$ cat src/rtl/multicycle_control_if.sv
// Control bundle between the multicycle datapath and its sequencing FSM.
// The datapath (master) supplies instruction fields and status; the controller (slave) returns strobes.
interface multicycle_control_if;
    logic [6:0] opcode;
    logic [2:0] funct3;
    logic       zero;
    logic       mem_ready;

    logic       pc_write;
    logic       ir_write;
    logic       reg_write;
    logic       mem_read;
    logic       mem_write;
    logic       mem_to_reg;
    logic       branch_taken;
    logic       fault;
    logic       alu_src;
    logic [1:0] alu_op;
    logic [2:0] state;

    modport master (
        output opcode, funct3, zero, mem_ready,
        input  pc_write, ir_write, reg_write, mem_read, mem_write, mem_to_reg,
               branch_taken, fault, alu_src, alu_op, state
    );

    modport slave (
        input  opcode, funct3, zero, mem_ready,
        output pc_write, ir_write, reg_write, mem_read, mem_write, mem_to_reg,
               branch_taken, fault, alu_src, alu_op, state
    );
endinterface

$ cat src/rtl/multicycle_control.sv
// Multicycle RISC-V style sequencer: FETCH/DECODE/EXECUTE/MEM/WB with a memory-wait watchdog
// and a sticky FAULT state. All strobes are combinational from state and the live instruction fields.
module multicycle_control #(
    parameter int unsigned MAX_WAIT = 15
) (
    input logic                 clk,
    input logic                 reset,
    multicycle_control_if.slave bus
);

    localparam int unsigned            WAIT_W     = (MAX_WAIT < 1) ? 1 : $clog2(MAX_WAIT + 1);
    localparam logic [WAIT_W-1:0]      WAIT_LIMIT = WAIT_W'(MAX_WAIT);

    localparam logic [6:0] OP_R      = 7'b0110011;
    localparam logic [6:0] OP_I      = 7'b0010011;
    localparam logic [6:0] OP_LOAD   = 7'b0000011;
    localparam logic [6:0] OP_STORE  = 7'b0100011;
    localparam logic [6:0] OP_BRANCH = 7'b1100011;

    typedef enum logic [2:0] {
        FETCH   = 3'd0,
        DECODE  = 3'd1,
        EXECUTE = 3'd2,
        MEM     = 3'd3,
        WB      = 3'd4,
        FAULT   = 3'd7
    } state_t;

    state_t            state_q, state_d;
    logic [WAIT_W-1:0] wait_q, wait_d;

    logic is_r, is_i, is_load, is_store, is_branch, branch_ok;

    logic       pc_write, ir_write, reg_write, mem_read, mem_write;
    logic       mem_to_reg, branch_taken, fault, alu_src;
    logic [1:0] alu_op;

    assign is_r      = (bus.opcode == OP_R);
    assign is_i      = (bus.opcode == OP_I);
    assign is_load   = (bus.opcode == OP_LOAD);
    assign is_store  = (bus.opcode == OP_STORE);
    assign is_branch = (bus.opcode == OP_BRANCH);
    assign branch_ok = is_branch && (bus.funct3[2:1] == 2'b00);

    always_ff @(posedge clk or posedge reset) begin
        if (reset) begin
            state_q <= FETCH;
            wait_q  <= '0;
        end else begin
            state_q <= state_d;
            wait_q  <= wait_d;
        end
    end

    always_comb begin
        state_d      = state_q;
        pc_write     = 1'b0;
        ir_write     = 1'b0;
        reg_write    = 1'b0;
        mem_read     = 1'b0;
        mem_write    = 1'b0;
        mem_to_reg   = 1'b0;
        branch_taken = 1'b0;
        fault        = 1'b0;
        alu_src      = 1'b0;
        alu_op       = 2'b00;

        case (state_q)
            FETCH: begin
                mem_read = 1'b1;
                if (bus.mem_ready) begin
                    ir_write = 1'b1;
                    pc_write = 1'b1;
                    state_d  = DECODE;
                end else if (wait_q == WAIT_LIMIT) begin
                    state_d = FAULT;
                end
            end
            DECODE: begin
                if (is_r || is_i || is_load || is_store || branch_ok) state_d = EXECUTE;
                else                                                  state_d = FAULT;
            end
            EXECUTE: begin
                if (is_r) begin
                    alu_op  = 2'b10;
                    state_d = WB;
                end else if (is_i) begin
                    alu_src = 1'b1;
                    alu_op  = 2'b11;
                    state_d = WB;
                end else if (is_load || is_store) begin
                    alu_src = 1'b1;
                    state_d = MEM;
                end else if (is_branch) begin
                    alu_op       = 2'b01;
                    branch_taken = bus.zero ^ bus.funct3[0];
                    pc_write     = bus.zero ^ bus.funct3[0];
                    state_d      = FETCH;
                end else begin
                    state_d = FAULT;
                end
            end
            MEM: begin
                alu_src   = 1'b1;
                mem_read  = is_load;
                mem_write = is_store;
                if (bus.mem_ready)                state_d = is_load ? WB : FETCH;
                else if (wait_q == WAIT_LIMIT)    state_d = FAULT;
            end
            WB: begin
                reg_write  = 1'b1;
                mem_to_reg = is_load;
                state_d    = FETCH;
            end
            FAULT: begin
                fault = 1'b1;
            end
            default: begin
                state_d = FAULT;
            end
        endcase
    end

    // Watchdog only advances while parked in a memory phase; any progress clears it.
    always_comb begin
        if (state_d != state_q || bus.mem_ready)       wait_d = '0;
        else if (state_q == FETCH || state_q == MEM)   wait_d = wait_q + WAIT_W'(1);
        else                                           wait_d = '0;
    end

    // Reset masks the strobes combinationally so FETCH's mem_read cannot leak while held.
    assign bus.pc_write     = pc_write     & ~reset;
    assign bus.ir_write     = ir_write     & ~reset;
    assign bus.reg_write    = reg_write    & ~reset;
    assign bus.mem_read     = mem_read     & ~reset;
    assign bus.mem_write    = mem_write    & ~reset;
    assign bus.mem_to_reg   = mem_to_reg   & ~reset;
    assign bus.branch_taken = branch_taken & ~reset;
    assign bus.fault        = fault        & ~reset;
    assign bus.alu_src      = alu_src      & ~reset;
    assign bus.alu_op       = reset ? 2'b00 : alu_op;
    assign bus.state        = state_q;

endmodule

$ cat src/flat_wrapper.sv
// flat-port wrapper written by rule: the top's interface ports become plain ports
module multicycle_control_flat 
#(
    parameter int unsigned MAX_WAIT = 15
)
  (clk, reset, bus_opcode, bus_funct3, bus_zero, bus_mem_ready, bus_pc_write, bus_ir_write, bus_reg_write, bus_mem_read, bus_mem_write, bus_mem_to_reg, bus_branch_taken, bus_fault, bus_alu_src, bus_alu_op, bus_state);
  multicycle_control_if bus_i ();
  input logic clk;
  input logic reset;
  input wire logic [$bits(bus_i.opcode)-1:0] bus_opcode;
  input wire logic [$bits(bus_i.funct3)-1:0] bus_funct3;
  input wire logic [$bits(bus_i.zero)-1:0] bus_zero;
  input wire logic [$bits(bus_i.mem_ready)-1:0] bus_mem_ready;
  output wire logic [$bits(bus_i.pc_write)-1:0] bus_pc_write;
  output wire logic [$bits(bus_i.ir_write)-1:0] bus_ir_write;
  output wire logic [$bits(bus_i.reg_write)-1:0] bus_reg_write;
  output wire logic [$bits(bus_i.mem_read)-1:0] bus_mem_read;
  output wire logic [$bits(bus_i.mem_write)-1:0] bus_mem_write;
  output wire logic [$bits(bus_i.mem_to_reg)-1:0] bus_mem_to_reg;
  output wire logic [$bits(bus_i.branch_taken)-1:0] bus_branch_taken;
  output wire logic [$bits(bus_i.fault)-1:0] bus_fault;
  output wire logic [$bits(bus_i.alu_src)-1:0] bus_alu_src;
  output wire logic [$bits(bus_i.alu_op)-1:0] bus_alu_op;
  output wire logic [$bits(bus_i.state)-1:0] bus_state;
  assign bus_i.opcode = bus_opcode;
  assign bus_i.funct3 = bus_funct3;
  assign bus_i.zero = bus_zero;
  assign bus_i.mem_ready = bus_mem_ready;
  assign bus_pc_write = bus_i.pc_write;
  assign bus_ir_write = bus_i.ir_write;
  assign bus_reg_write = bus_i.reg_write;
  assign bus_mem_read = bus_i.mem_read;
  assign bus_mem_write = bus_i.mem_write;
  assign bus_mem_to_reg = bus_i.mem_to_reg;
  assign bus_branch_taken = bus_i.branch_taken;
  assign bus_fault = bus_i.fault;
  assign bus_alu_src = bus_i.alu_src;
  assign bus_alu_op = bus_i.alu_op;
  assign bus_state = bus_i.state;
  multicycle_control #(.MAX_WAIT(MAX_WAIT)) u_core (.clk(clk), .reset(reset), .bus(bus_i));
endmodule
$ cat config.mk
export PLATFORM = sky130hd
export DESIGN_NAME = multicycle_control_flat
export DESIGN_NICKNAME = d
export VERILOG_FILES = /design/src/rtl/multicycle_control_if.sv /design/src/rtl/multicycle_control.sv /design/src/flat_wrapper.sv
export SDC_FILE = /design/constraint.sdc
export NUM_CORES = 1
export LEC_CHECK = 0
export ABC_CLOCK_PERIOD_IN_PS = 3600
export BUFFER_PORTS_ARGS = -buffer_cell sky130_fd_sc_hd__buf_4
export CAP_MARGIN = 10
export CORE_AREA = 2 2 39 41
export CTS_CLUSTER_DIAMETER = 100
export DETAILED_ROUTE_END_ITERATION = 10
export DIE_AREA = 0 0 41 43
export GPL_TIMING_DRIVEN = 0
export PLACE_DENSITY = 0.87
export SLEW_MARGIN = 15
export SYNTH_ARGS = -nofsm -noshare
export SYNTH_HDL_FRONTEND = slang
export SYNTH_SLANG_ARGS = --single-unit
export TNS_END_PERCENT = 30
$ cat constraint.sdc
create_clock -name clk -period 3.6 [get_ports clk]
set_input_delay 0.36 -clock clk [delete_from_list [all_inputs] [get_ports clk]]
set_output_delay 0.36 -clock clk [all_outputs]
set_load 0.05 [all_outputs]
## Word level (Yosys, flattened, before mapping)

Index checks and enable logic that the tools add are counted.

| storage, ports and cells | value |
|---|---|
| input port bits | 14 |
| register bits | 7 |
| output and inout port bits | 14 |
| logic and storage cells | 71 |

| operators by class | value |
|---|---|
| reduce and logical (&&, ||, !) cells | 10 |
| muxes and demuxes | 35 |
| add/sub/neg operators | 1 |
| bitwise gates (word level) | 11 |
| eq/ne operators | 12 |

Operators with widths:

| operator | number |
|---|---|
| two-way mux 3 bit | 9 |
| case mux 3 bit (6 select lines) | 1 |
| two-way mux 1 bit | 15 |
| equality test 7 x 6 -> 1 bit, second input constant | 2 |
| two-way mux 2 bit | 5 |
| bitwise AND 1 bit | 9 |
| two-way mux 4 bit | 2 |
| equality test 7 x 2 -> 1 bit, second input constant | 1 |
| equality test 7 x 5 -> 1 bit, second input constant | 1 |
| equality test 7 bit, second input constant | 1 |
| logical OR 1 bit | 7 |
| equality test 3 x 2 -> 1 bit, second input constant | 2 |
| equality test 3 bit, second input constant | 2 |
| case mux 1 bit (2 select lines) | 3 |
| adder 4 x 1 -> 4 bit, second input constant | 1 |
| equality test 4 bit, second input constant | 1 |
| equality test 3 x 1 -> 1 bit, second input constant | 1 |
| logical NOT 3 bit | 1 |
| != test 3 bit | 1 |
| logical NOT 2 bit | 1 |
| logical AND 1 bit | 1 |
| inverter 1 bit | 1 |
| bitwise XOR 1 bit | 1 |

## Logic depth before layout (Yosys ltp)

Gate-level depths: netlist of the first run.

| logic depth | value |
|---|---|
| depth after elaboration | 10 |
| depth in mapped cells | 5 |
| gate-level depth less buffers | 5 |

## Worst setup path before layout of the first run

No wires, ideal clock.

| timing | value |
|---|---|
| path type | reg2out |
| from | reg u_core.state_q[1] (netlist: u_core.bus.state[1]) |
| to | out bus_pc_write |
| arrival | 2.764 ns |
| buffers on the path | 1 |
| stages on the path, launching flop included | 6 |
| slack | 0.476 ns |
| data required time | 3.240 ns |
| path through | dfrtp_1 clkbuf_1 nor2b_1 nand3b_1 nor3_1 or2_2 |

| between the ends | value |
|---|---|
| cells in the longest elaborated chain, start to end | 3 |
| elaborated cells between the ends (all ways) | 4 |
| those cells by class | eq/ne (1); mux (1); bitwise (1); reduce/logical (1) |

Ends and longest elaborated chain:

| item | line | RTL |
|---|---|---|
| start: declaration | multicycle_control.sv:29 | `state_t state_q, state_d;` |
| start signal: assignment | multicycle_control.sv:50 | `state_q <= state_d;` |
| equality test 3 x 2 -> 1 bit / logical NOT 3 bit (equally long branches) | multicycle_control.sv:68 | `case (state_q)` |
| case mux 1 bit (2 select lines) (*) | multicycle_control.sv:68 |  |
| bitwise AND 1 bit (*) | multicycle_control.sv:132 | `assign bus.pc_write = pc_write & ~reset;` |
| end: declaration | flat_wrapper.sv:14 | `output wire logic [$bits(bus_i.pc_write)-1:0] bus_pc_write;` |

Every way passes the cells marked *; elsewhere a longest branch is shown, timed or not.

## Worst setup path after layout of the first run

| timing | value |
|---|---|
| from | reg u_core.state_q[2] (netlist: u_core.bus.state[2]) |
| to | out bus_pc_write |

Same word-level chain as after synthesis.

==> results of run 1 <==
[worst min path at each step]
stage               startpoint  cells after the start  slack (ps)             endpoint
floorplan                reset                      1         170  u_core.bus.state[0]
global placement         reset                      2         330  u_core.bus.state[1]
detailed placement       reset                      2         330  u_core.bus.state[1]
CTS                      reset                      2          70     u_core.wait_q[2]
global route             reset                      2          80     u_core.wait_q[1]
finish                   reset                      2          60     u_core.wait_q[1]
[worst max-delay path, stage by stage (launching register included)]
cell,delay (ps)
dfrtp_1,330
clkbuf_1,360
nor2_1,160
and3_1,230
or2_2,290
buf_4,190
[power by group through the flow]
stage                     Clock (uW)  Sequential [uW]  Combinational [uW]
after floorplan                    0             81.7                15.4
after global placement             0             80.7                32.3
after detailed placement           0             80.7                33.3
after CTS                       71.8             79.3                33.4
after global routing            76.2             79.3                36.2
final                           70.8             79.3                33.0
[layer usage]
layer | share of wire (%) | routed length, um | up-vias
met1 | 42 | 636 | 286
met3 | 6.7 | 100 | 4
met4 | 1.5 | 23 | 0
li1 | - | - | 336
met2 | 49 | 738 | 26
met5 | 0 | 0 | -
[cell usage after synthesis (all sizes together), types with 3 or more instances]
library cell  instances  area (sq um)
nor2                 13         48.80
dfrtp                 7         175.2
nand2                 6         22.52
nand3b                3         22.52
a21oi                 3         15.01
nand3                 3         15.01
nor3                  3         15.01
nor2b                 3         18.77
inv                   3         11.26
[sequential cells by signal, summed over array words and instances, names as in the netlist]
name	cells
u_core.bus.state	3
u_core.wait_q	4
[kinds of logic after synthesis]
family / synth area share, %
and+or+nand+nor: 39.41
AOI/OAI and AO/OA: 18.86
buffers and inverters: 5.869
DFF: 29.35
xor gates and xnor gates: 4.403
adders and majority gates: 2.096
[through the flow]
stage / setup slack, ps / hold WS [ps] / util (%)
CTS: 1424 / 69.85 / 60.58
global placement: 1445 / 331.1 / 58.68
finish: 1434 / 62.44 / 60.58
floorplan: 476.4 / 171.6 / -
detailed placement: 1488 / 333.9 / 58.68
global route: 1302 / 80.80 / 60.58
[final cells by class]
type | count | area [sq um] | area share, %
tap | 16 | 20.02 | 2.388
sequential | 7 | 175.2 | 20.90
buffer | 4 | 23.77 | 2.836
clock buffer | 4 | 26.28 | 3.134
multi-input combinational | 62 | 386.6 | 46.12
timing repair buffer | 26 | 195.2 | 23.28
inverter | 3 | 11.26 | 1.343
==> flow_summary.yaml, run 1 <==
global_route:
  grt_start_max_net_pins: 11
  grt_pass1_vias: 622
  overflow: 0
  grt_util_met2_pct: 32.50
  gr-usage-all-layers_pct: 19.22
  top_usage_layer: "met2"
  grt_use_met1_pct: 22.65
  met3_usage_pct: 2.618
  grt_pass1_wl_um: 2415
  antenna_found_initial: 0
power_and_ir_drop:
  vdd.ir_drop.worst_v: 0.00008623
  intPower_uw: 137.7
  power_density_nw_per_um2: 218.5
  p_switching_uw: 45.42
  combPwrFrac_pct: 18.0
  pwr-share-clk_pct: 38.6
  seqPwrFrac_pct: 43.3
  p_leak_uw: 0.0003811
  finalPower_uw: 183.1
  swShare_pct: 24.80
synthesis:
  synth_edf_count: 0
  synthArstFlopShare_pct: 100.0
  ys.flop_type: "dfrtp_1"
  synthesis.instances: 76
  syn-cell-area_sq_um: 596.8
  seq_area_frac_synth_pct: 29.35
  yosysWarnings: 0
  avgSynthCellArea_sq_um: 7.853
  ys_ff_latch: 7
  syn_nets: 91
  synth_cell_types: 35
worst_setup_path:
  startpoint: "u_core.bus.state[2]"
  path_max_fanout: 10
  critPathLaunchType: "flip-flop"
  crit_end: "bus_pc_write"
  rr_startpoint: "u_core.bus.state[1]"
  critPathRequiredTime_ps: 3240
  endpoint_kind: "primary output"
  reg2reg_depth: 4
  rrSetupSlack_ps: 2090
  arrival_ps: 1810
  worstSetupPathType: "flip-flop to primary output"
  rr_endpoint: "u_core.bus.state[0]"
die:
  io_pins: 28
  die_x_um: 41
  coreArea_sq_um: 1384
  rows: 14
  die_y_um: 43
  dieArea_sq_um: 1763
  start_util_pct: 43.13
timing:
  period_needed_ps: 2166
  hold_viol_final: 0
  finalSetupViolCount: 0
  min_period_over_period_pct: 60.18
  fmax_mhz: 461.6
  tns_ps: 0
  max-slew-margin-rel_pct: 68.96
  drv_slew: 0
  final.setup_skew_ps: 0.4406
  rsz0062_at_grt: "false"
  worst_pin_slew_ps: 461.4
cells_and_area:
  fin_cells: 122
  finalInstanceArea_sq_um: 838.3
  fillers: 137
  area_delta_synth_final_pct: 40.46
  drive_gt1_share_pct: 33.02
  final_cell_mix: "buf_4, nor2_1, dfrtp_1"
  layout_commonest_cell: "buf_4"
  n_antenna_cell: 0
  nets: 122
cts:
  clock_latency_ps: 250
  cts.sink_count: 7
  htreeDepth: 1
  postCtsSetupRepairBufs: 0
  cts_root_buffer: "clkbuf_4"
  clk_pin_slew_ps: 50
  cts_resized: 0
  clk_path_buf_depth: 2
  cts_inserted_buffers: 3
  cts_hold_buf: 0
  cts_tree: "yes"
drt:
  detail_route.first_pass.iterations: 4
  wl_per_cell_um: 12.28
  viasPerCell: 5.344
  drt_iter0_drc: 7
  vias: 652
  drcViolationCount: 0
  wl_um: 1498
  drtAntennaViolNets: 0
placed_design:
  io_buffers: 26
  placed_area_sq_um: 812.0
  dp_cells: 118
  dp_hpwl_um: 1236
  gp_congestion: 0.7666
status:
  outcome: "complete, no violations"
flow_run:
  max_cap_violations: 0
hold_path:
  hp-class: "input port to async pin"
(Power assumes the default switching activity.)
==> run 2, diff against run 1 <==
--- a/config.mk
+++ b/config.mk
@@ -5,15 +5,16 @@
 export SDC_FILE = /design/constraint.sdc
 export NUM_CORES = 1
 export LEC_CHECK = 0
-export ABC_CLOCK_PERIOD_IN_PS = 3600
+export ABC_AREA = 1
+export ABC_CLOCK_PERIOD_IN_PS = 1800
 export BUFFER_PORTS_ARGS = -buffer_cell sky130_fd_sc_hd__buf_4
 export CAP_MARGIN = 10
-export CORE_AREA = 2 2 39 41
+export CORE_MARGIN = 1.5
+export CORE_UTILIZATION = 43
 export CTS_CLUSTER_DIAMETER = 100
 export DETAILED_ROUTE_END_ITERATION = 10
-export DIE_AREA = 0 0 41 43
 export GPL_TIMING_DRIVEN = 0
-export PLACE_DENSITY = 0.87
+export PLACE_DENSITY = 0.84
 export SLEW_MARGIN = 15
 export SYNTH_ARGS = -nofsm -noshare
 export SYNTH_HDL_FRONTEND = slang
==> constraint.sdc (replaced) <==
create_clock -name clk -period 1.8 [get_ports clk]
set_input_delay 0.18 -clock clk [delete_from_list [all_inputs] [get_ports clk]]
set_output_delay 0.18 -clock clk [all_outputs]
set_load 0.05 [all_outputs]
==> flow_summary.yaml, run 2 <==
status:
  outcome: "complete, but fails checks"
  violations: "design-rule violations"
worst_setup_path:
  slowest_stage: "dfrtp_2"
  critPathRequiredTime_ps: 1620
  rr_startpoint: "u_core.wait_q[0]"
  critPathLaunchType: "flip-flop"
  reg2reg_depth: 11
  path_delay_family: "simple AND/OR/NAND/NOR gates"
  arrival_ps: 1580
  crit_buf_inv: 2
  cp_cell_sequence: "inv_4 > nand2_1 > nor2_2 > nand3_2 > nor3_4 > or2_4 > buf_6"
  crit_path_max_incr_delay_ps: 420
  rr_endpoint: "u_core.wait_q[0]"
  worstSetupPathType: "flip-flop to primary output"
  endpoint_kind: "primary output"
  path_max_fanout: 5
  rrSetupSlack_ps: 170
cts:
  cts_root_buffer: "clkbuf_4"
  clk_path_buf_depth: 2
  cts.sink_count: 7
  clk_pin_slew_ps: 50
  cts_hold_buf: 0
  cts_tree: "yes"
  clock_latency_ps: 250
  cts_inserted_buffers: 3
  htreeDepth: 1
flow_run:
  max_cap_violations: 0
drt:
  viasPerCell: 5.350
  drtAntennaViolNets: 0
  wl_um: 2046
  detail_route.first_pass.iterations: 7
  vias: 872
  wl_per_cell_um: 12.55
  drt_iter0_drc: 37
  drcViolationCount: 3
placed_design:
  pre_cts_slack_ps: -101.9
  placed_area_sq_um: 1017
  io_buffers: 26
  dp_hpwl_um: 1610
  gp_congestion: 0.8700
synthesis:
  syn-cell-area_sq_um: 743.2
  yosys-top-cells-area: "dfrtp_1, nand2_1, nand3_1, inv_1, nor3_2"
  synth_top_area_cell: "dfrtp_1"
  synthTopCellsByCount: "nand2_1, inv_1, nand3_1, nor2_1"
  yosysMostFrequentCell: "nand2_1"
  synthArstFlopShare_pct: 100.0
  synth_cell_types: 26
  seq_area_frac_synth_pct: 23.57
  yosysWarnings: 0
  synth_edf_count: 0
  ys_ff_latch: 7
  syn_nets: 130
  avgSynthCellArea_sq_um: 6.463
  synth.top_cell.area_share_pct: 23.57
  synthesis.instances: 115
  ys.flop_type: "dfrtp_1"
cells_and_area:
  drive_gt1_share_pct: 47.62
  area_delta_synth_final_pct: 44.78
  n_antenna_cell: 0
  layout_commonest_cell: "buf_4"
  final_util_pct: 69.02
  largest_register_ffs: 4
  finalInstanceArea_sq_um: 1076
  final_cell_mix: "buf_4, nand2_1, inv_1"
  nets: 163
  top_register: "u_core.wait_q"
die:
  start_util_pct: 47.67
  dieArea_sq_um: 1987
  rows: 14
  coreArea_sq_um: 1559
  die_x_um: 44.58
  io_pins: 28
  die_y_um: 44.58
timing:
  max-slew-margin-rel_pct: 78.90
  rsz0062_at_grt: "true"
  min_period_over_period_pct: 97.60
  hold_viol_final: 0
  fmax_mhz: 569.2
  final.setup_skew_ps: 2.365
  period_needed_ps: 1757
  drv_slew: 0
  worst_pin_slew_ps: 316.1
  setup_ws_ps: 43.22
  finalSetupViolCount: 0
power_and_ir_drop:
  vdd.ir_drop.worst_v: 0.0005005
  power_density_nw_per_um2: 343.0
  p_leak_uw: 0.0005277
  finalPower_uw: 369.1
global_route:
  overflow: 0
  grt_pass1_vias: 758
  grt_pass1_wl_um: 3325
  antenna_found_initial: 0
  grt_start_max_net_pins: 9
  gr-usage-all-layers_pct: 22.51
hold_path:
  hp-class: "input port to async pin"
[run 2: cell count changes after synthesis, moves of 4 or more]
cell | previous run | this run
nand2_1 | 6 | 24
nor2_1 | 13 | 8
nand2_2 | 0 | 5
nor2_2 | 0 | 4
nor3_2 | 0 | 4
inv_1 | 3 | 13
inv_2 | 0 | 5
nand3_1 | 3 | 13
a21oi_1 | 3 | 7
[run 2: cells by family after synthesis]
family	after synthesis	synth area share, %
AND/OR/NAND/NOR	75	54.71
adder cells (fa/ha/maj)	1	1.683
buffers and inverters	20	10.10
flip-flops	7	23.57
XOR/XNOR	1	1.179
AO/OA/AOI/OAI	11	8.754
[run 2: metrics by stage]
stage          hold slack, ps  cells  TNS [ps]
2_1_floorplan           287.1    115     -1008
3_3_place_gp            405.3    157    -66.27
3_5_place_dp            417.7    157    -101.9
4_1_cts                 63.99    163         0
5_1_grt                 101.3    163    -12.11
6_report                54.43    163         0
[run 2: timing repair]
action | 4_1_cts | 5_1_grt
cloned | 0 | 0
pin swaps | 2 | 1
buffers inserted | 2 | 0
setup endpoints to repair | 3 | 7
resized for setup | 4 | 1
[run 2: layout make-up]
type	instances	area, sq um
Timing Repair Buffer	28	214.0
Clock buffer	4	26.28
Multi-Input combinational cell	88	558.0
Inverter	19	73.82
Fill cell	128	483.0
Sequential cell	7	178.9
Tap cell	16	20.02
Buffer	1	5.005
[run 2: layer usage]
layer | vias up | global-route usage (%) | routed length [um]
met2 | 28 | 36.52 | 1009
met4 | 0 | 5.455 | 13
li1 | 439 | - | -
met3 | 4 | 4.082 | 122
met1 | 401 | 30.81 | 901
met5 | - | 0 | 0
[run 2: how the worst max path moves through the flow]
stage,to,depth (start not counted),slack [ps],start
global route,bus_pc_write,7,-10,u_core.bus.state[2]
detailed placement,bus_pc_write,6,-100,reset
finish,bus_pc_write,7,40,u_core.bus.state[2]
floorplan,bus_pc_write,6,-280,u_core.bus.state[2]
global placement,bus_pc_write,6,-70,reset
CTS,bus_pc_write,7,40,u_core.bus.state[2]
[run 2: power breakdown]
part | internal [uW] | switching, uW
clock | 84.3 | 53.7
sequential | 158 | 0
combinational | 29.8 | 43.5
[run 2: worst register-to-register path: stages, from the launching register on]
cell     delay [ps]
dfrtp_1         420
ha_1            240
nand3_1         130
nand3_1          80
nand2_1          70
inv_1            30
nor2_1          170
nand2_1          90
nand2_1          80
nand2_2          70
nand2_4          90
nor3_2           40
